$ cat src/rtl/alu_pkg.sv
// Shared definitions for the ALU arbiter: opcode encodings, default widths
// and the sequencer state type.
package alu_pkg;

  localparam int DATA_W_DEF = 16;
  localparam int SEL_W_DEF  = 3;

  localparam logic [SEL_W_DEF-1:0] OP_ILL_LO = 3'b000;
  localparam logic [SEL_W_DEF-1:0] OP_ADD    = 3'b001;
  localparam logic [SEL_W_DEF-1:0] OP_SUB    = 3'b010;
  localparam logic [SEL_W_DEF-1:0] OP_NOT    = 3'b011;
  localparam logic [SEL_W_DEF-1:0] OP_CLR    = 3'b100;
  localparam logic [SEL_W_DEF-1:0] OP_OR     = 3'b101;
  localparam logic [SEL_W_DEF-1:0] OP_AND    = 3'b110;
  localparam logic [SEL_W_DEF-1:0] OP_ILL_HI = 3'b111;

  typedef enum logic [1:0] {
    IDLE = 2'd0,
    EXEC = 2'd1,
    RESP = 2'd2
  } arb_state_t;

  // 000 and 111 are not ALU operations; everything else is.
  function automatic logic op_legal(input logic [SEL_W_DEF-1:0] sel);
    return (sel != OP_ILL_LO) && (sel != OP_ILL_HI);
  endfunction

endpackage

$ cat src/rtl/alu_arbiter_rr_arb2.sv
// Combinational two-way round-robin grant. A lone request always wins; when
// both request, the pointer names the winner. Grant is one-hot or zero.
module rr_arb2 (
  input  logic [1:0] req_i,
  input  logic       ptr_i,
  output logic [1:0] gnt_o
);

  // Resolve the grant from the request vector and priority pointer
  always_comb begin
    gnt_o = 2'b00;
    if (req_i == 2'b11) begin
      gnt_o[ptr_i] = 1'b1;
    end else begin
      gnt_o = req_i;
    end
  end

endmodule

$ cat src/rtl/alu_arbiter.sv
// Two-requester round-robin sequencer in front of a shared combinational ALU.
// One operation is in flight at a time: IDLE accepts, EXEC drives the ALU for
// a single cycle and captures its result, RESP holds the tagged result until
// the consumer takes it. Illegal opcodes (000/111) drive CLR and return 0
// with rsp_err set.
// Optional build macro ALU_ARB_ZERO_FLAG_EN adds a registered rsp_zero output.
module alu_arbiter
  import alu_pkg::*;
#(
  parameter int DATA_W = DATA_W_DEF,
  parameter int SEL_W  = SEL_W_DEF
) (
  input  logic              clk,
  input  logic              rst,
  input  logic              req0_valid,
  output logic              req0_ready,
  input  logic [SEL_W-1:0]  req0_sel,
  input  logic [DATA_W-1:0] req0_a,
  input  logic [DATA_W-1:0] req0_b,
  input  logic              req1_valid,
  output logic              req1_ready,
  input  logic [SEL_W-1:0]  req1_sel,
  input  logic [DATA_W-1:0] req1_a,
  input  logic [DATA_W-1:0] req1_b,
  output logic              rsp_valid,
  input  logic              rsp_ready,
  output logic              rsp_id,
  output logic [DATA_W-1:0] rsp_data,
  output logic              rsp_err,
`ifdef ALU_ARB_ZERO_FLAG_EN
  output logic              rsp_zero,
`endif
  output logic [DATA_W-1:0] A,
  output logic [DATA_W-1:0] B,
  output logic [SEL_W-1:0]  ALU_Sel,
  input  logic [DATA_W-1:0] ALU_Out
);

  arb_state_t        state_q, state_d;
  logic              ptr_q;
  logic [1:0]        gnt;
  logic              accept;

  logic [SEL_W-1:0]  sel_q;
  logic [DATA_W-1:0] a_q, b_q;
  logic              id_q;
  logic              sel_legal;
  logic [DATA_W-1:0] exec_result;

  logic              rsp_id_q;
  logic [DATA_W-1:0] rsp_data_q;
  logic              rsp_err_q;

  rr_arb2 u_rr_arb2 (
    .req_i ({req1_valid, req0_valid}),
    .ptr_i (ptr_q),
    .gnt_o (gnt)
  );

  // A grant in IDLE is a handshake: the winner's ready follows its valid
  assign accept      = (state_q == IDLE) && (gnt != 2'b00);
  assign sel_legal   = op_legal(sel_q);
  assign exec_result = sel_legal ? ALU_Out : '0;

  // State register
  always_ff @(posedge clk) begin
    if (rst) begin
      state_q <= IDLE;
    end else begin
      state_q <= state_d;
    end
  end

  // Next-state logic: EXEC always lasts one cycle, RESP waits for rsp_ready
  always_comb begin
    state_d = state_q;
    case (state_q)
      IDLE:    if (accept) state_d = EXEC;
      EXEC:    state_d = RESP;
      RESP:    if (rsp_ready) state_d = IDLE;
      default: state_d = IDLE;
    endcase
  end

  // Outputs: readys only in IDLE, ALU driven only in EXEC, CLR otherwise
  always_comb begin
    req0_ready = 1'b0;
    req1_ready = 1'b0;
    A          = '0;
    B          = '0;
    ALU_Sel    = SEL_W'(OP_CLR);
    rsp_valid  = 1'b0;
    case (state_q)
      IDLE: begin
        req0_ready = gnt[0];
        req1_ready = gnt[1];
      end
      EXEC: begin
        A       = a_q;
        B       = b_q;
        ALU_Sel = sel_legal ? sel_q : SEL_W'(OP_CLR);
      end
      RESP:    rsp_valid = 1'b1;
      default: ;
    endcase
  end

  // Operation latch: captures the winner's operands on the IDLE handshake
  always_ff @(posedge clk) begin
    if (accept) begin
      sel_q <= gnt[1] ? req1_sel : req0_sel;
      a_q   <= gnt[1] ? req1_a   : req0_a;
      b_q   <= gnt[1] ? req1_b   : req0_b;
      id_q  <= gnt[1];
    end
  end

  // Response registers and priority pointer; pointer flips to the requester
  // not served once the response is taken
  always_ff @(posedge clk) begin
    if (rst) begin
      ptr_q      <= 1'b0;
      rsp_id_q   <= 1'b0;
      rsp_data_q <= '0;
      rsp_err_q  <= 1'b0;
    end else begin
      if (state_q == EXEC) begin
        rsp_id_q   <= id_q;
        rsp_data_q <= exec_result;
        rsp_err_q  <= !sel_legal;
      end
      if ((state_q == RESP) && rsp_ready) begin
        ptr_q <= !rsp_id_q;
      end
    end
  end

  assign rsp_id   = rsp_id_q;
  assign rsp_data = rsp_data_q;
  assign rsp_err  = rsp_err_q;

`ifdef ALU_ARB_ZERO_FLAG_EN
  logic rsp_zero_q;

  // Zero flag tracks the captured result, including the forced-zero case
  always_ff @(posedge clk) begin
    if (rst) begin
      rsp_zero_q <= 1'b0;
    end else if (state_q == EXEC) begin
      rsp_zero_q <= (exec_result == '0);
    end
  end

  assign rsp_zero = rsp_zero_q;
`endif

endmodule

$ cat config.mk
export PLATFORM = sky130hd
export DESIGN_NAME = alu_arbiter
export DESIGN_NICKNAME = d
export VERILOG_FILES = /design/src/rtl/alu_pkg.sv /design/src/rtl/alu_arbiter_rr_arb2.sv /design/src/rtl/alu_arbiter.sv
export SDC_FILE = /design/constraint.sdc
export NUM_CORES = 1
export LEC_CHECK = 0
export CELL_PAD_IN_SITES_DETAIL_PLACEMENT = 1
export CELL_PAD_IN_SITES_GLOBAL_PLACEMENT = 1
export CORE_MARGIN = 2
export CORE_UTILIZATION = 26
export CTS_BUF_LIST = sky130_fd_sc_hd__clkbuf_4
export CTS_CLUSTER_DIAMETER = 100
export DETAILED_ROUTE_END_ITERATION = 6
export GPL_TIMING_DRIVEN = 0
export PLACE_DENSITY = 0.88
export SLEW_MARGIN = 20
export SYNTH_ARGS = -nofsm -noshare
export SYNTH_HDL_FRONTEND = slang
export SYNTH_HIERARCHICAL = 1
export SYNTH_SLANG_ARGS = --single-unit
$ cat constraint.sdc
create_clock -name clk -period 4.6 [get_ports clk]
set_clock_uncertainty 0.1 [all_clocks]
set_input_delay 0.92 -clock clk [delete_from_list [all_inputs] [get_ports clk]]
set_output_delay 0.92 -clock clk [all_outputs]
set_load 0.005 [all_outputs]
==> out/metrics.csv <==
metric;value;unit
status;completed;
die_h;102.3;µm
netlist.area_leader.share;43.07;%
rows;35;
pre_cts_ws;682.5;ps
grt_max_degree;19;
syn_nets;275;
p_comb_share;21.1;%
slew_violations;0;
cts_root_buf;clkbuf_4;
gr-total-overflow;0;
num-nets-final;434;
power_frac_seq;47.3;%
io_pins;147;
dpl.hpwl;5939;µm
finalHoldViolations;0;
drt-total-wl;7349;µm
async_flop_share;0;%
diodes;0;
cp.required;3580;ps
pwr_density_cell;302.7;nW/µm²
start_kind;primary input;
yosysMostFrequentCell;edfxtp_1;
worstSetupPathType;in -> out;
rsz0062_at_grt;false;
p_sw;0.0003040;W
tritoncts;built;
setup_viol;0;
final_antenna_net_count;0;
numCtsBuffers;9;
cts_resized;0;
fp.dieW;102.3;µm
worst_slack;717.3;ps
htreeDepth;3;
drcViolationCount;0;
path_cells;clkdlybuf4s50_1, a21boi_1, buf_2, buf_2, and2_1, clkdlybuf4s50_1;
yosysUniqueCellTypes;26;
wl_per_cell;15.41;µm
synth_top_cell_by_area;edfxtp_1;
postSynthAreaPerCell;13.64;µm²
synth_top_cells_by_area;edfxtp_1 43%, dfxtp_1 17%, mux2_2 16%;
endpoint_kind;output port;
worst_slew_pin_slew;474.5;ps
hold_ws;387.8;ps
grt_first_pass_wirelength;11550;µm
viasPerCell;4.291;
synth_ff_type;edfxtp_1;
power_leakage;1.576;nW
portBuffers;146;
drt_iter0_drc;26;
die-area;10460;µm²
syn_inst;184;
slew_headroom;68.26;%
slowest_delay;490;ps
cts_sinks;57;
crit_fanout;10;
synth-seq-cells;57;
yosysWarnings;6;
grtUsageTotal;14.73;%
antenna_found_initial;0;
cp_slowest_cell;clkdlybuf4s50_1;
intPower;0.001006;W
grt_pass1_vias;2310;
worst_skew_pair.late_latency;380;ps
hold_class;reg -> reg;
synth-edff-count;36;
syn-cell-area;2510;µm²
swShare;23.20;%
fmax;0.2576;GHz
max-cap-violations;0;
p_clk_share;31.6;%
firstDrtPassIters;4;
clk_path_buf_depth;2;
period_share;84.41;%
synth-seq-area-share;59.82;%
cts_hold_buf;0;
worstPathArrival;2860;ps
min_period;3883;ps
peakVddDrop;0.1508;mV
start_util;27.04;%
ys_top_cells_by_count;36 x edfxtp_1, 35 x mux2_2, 34 x and2_1, 21 x dfxtp_1, 10 x a22o_2;
core_area;9284;µm²
num_vias;2047;
clk_pin_slew;110;ps
gp_congestion;0.6440;
cts_setup_buffers;0;
drive_above_1_share;20.98;%
area_growth;72.48;%
-- routing by layer --
layer	track usage, %	routed length (µm)
met1	14.86	2600
met2	27.53	4048
met3	6.361	624
met4	4.205	76
met5	0	0
-- state kept, by name, summed over array words and instances, names as in the netlist --
name and cells:
ptr_q 1, rsp_data 16, sel_q 3, b_q 16, rsp_err 1, id_q 1, rsp_id 1, a_q 16
state_q 2
-- area by class of cell --
class / instances / area [µm²]
flip-flops and latches: 57 / 1501
repair buffers: 148 / 1491
plain buffers: 10 / 52.55
fillers: 996 / 4955
well taps: 129 / 161.4
multi-input cells: 115 / 959.7
clock inverters: 6 / 80.08
inverters: 2 / 7.507
clock buffers: 10 / 75.07
-- per-stage QoR --
step	TNS, ps	instances	power [W]	cell area [µm²]	util (%)
6_report	0	477	0.001310	4329	46.63
5_1_grt	0	477	0.001378	4329	46.63
4_1_cts	0	477	0.001337	4329	46.63
3_5_place_dp	0	461	0.0009135	4174	44.96
3_3_place_gp	-11230	459	0.0008948	4138	44.57
2_1_floorplan	0	184	0.0007286	2515	-
-- kinds of logic after synthesis --
family / synth area share, %
compound gates: 7.079
mux: 16.10
buf+inv: 2.393
simple gates: 14.61
flops: 59.82
-- final timing paths --
| kind | start | end | slack [ps] | cells after the start |
|---|---|---|---|---|
| min reg2reg | rsp_data[2] | rsp_data[2] | 390 | 1 |
| min | rsp_data[2] | rsp_data[2] | 390 | 1 |
| max | req1_valid | req1_ready | 720 | 6 |
| max reg2reg | ptr_q | a_q[15] | 2060 | 8 |
-- cells in the final DEF (no fill, tap or decap) --
master and count:
inv_4 2, mux2_2 35, clkdlybuf4s50_1 146, a21oi_1 2
nor2_1 5, nor2_2 1, nand2b_4 1, inv_1 2
inv_2 1, clkbuf_4 10, or3_1 1, nor4_4 1
buf_8 2, mux2i_1 1, nand2b_1 1, nand3b_1 1
nor4_1 1, bufinv_16 2, nand2_1 4, a22o_2 10
clkinv_1 1, and2_1 34, dfxtp_1 21, buf_2 6
buf_6 1, and2b_1 1, a21boi_1 2, nor3_4 1
and3_1 3, a22o_1 6, edfxtp_1 36, clkbuf_1 3
nor3_1 3, nor2b_1 1
-- critical path, delay by kind of cell --
kind                   cells  cell delay, ps
AOI/OAI and AO/OA          1             190
and+or+nand+nor            1             170
buffers and inverters      4            1580
-- power groups by stage --
stage | Clock, W | Combinational [W] | Sequential (W)
2_1_floorplan | 0 | 0.000100 | 0.000629
3_3_place_gp | 0 | 0.000264 | 0.000631
3_5_place_dp | 0 | 0.000281 | 0.000633
4_1_cts | 0.000433 | 0.000283 | 0.000621
5_1_grt | 0.000452 | 0.000301 | 0.000626
6_report | 0.000414 | 0.000276 | 0.000620
Note: power is estimated with default switching activity, not from simulation.
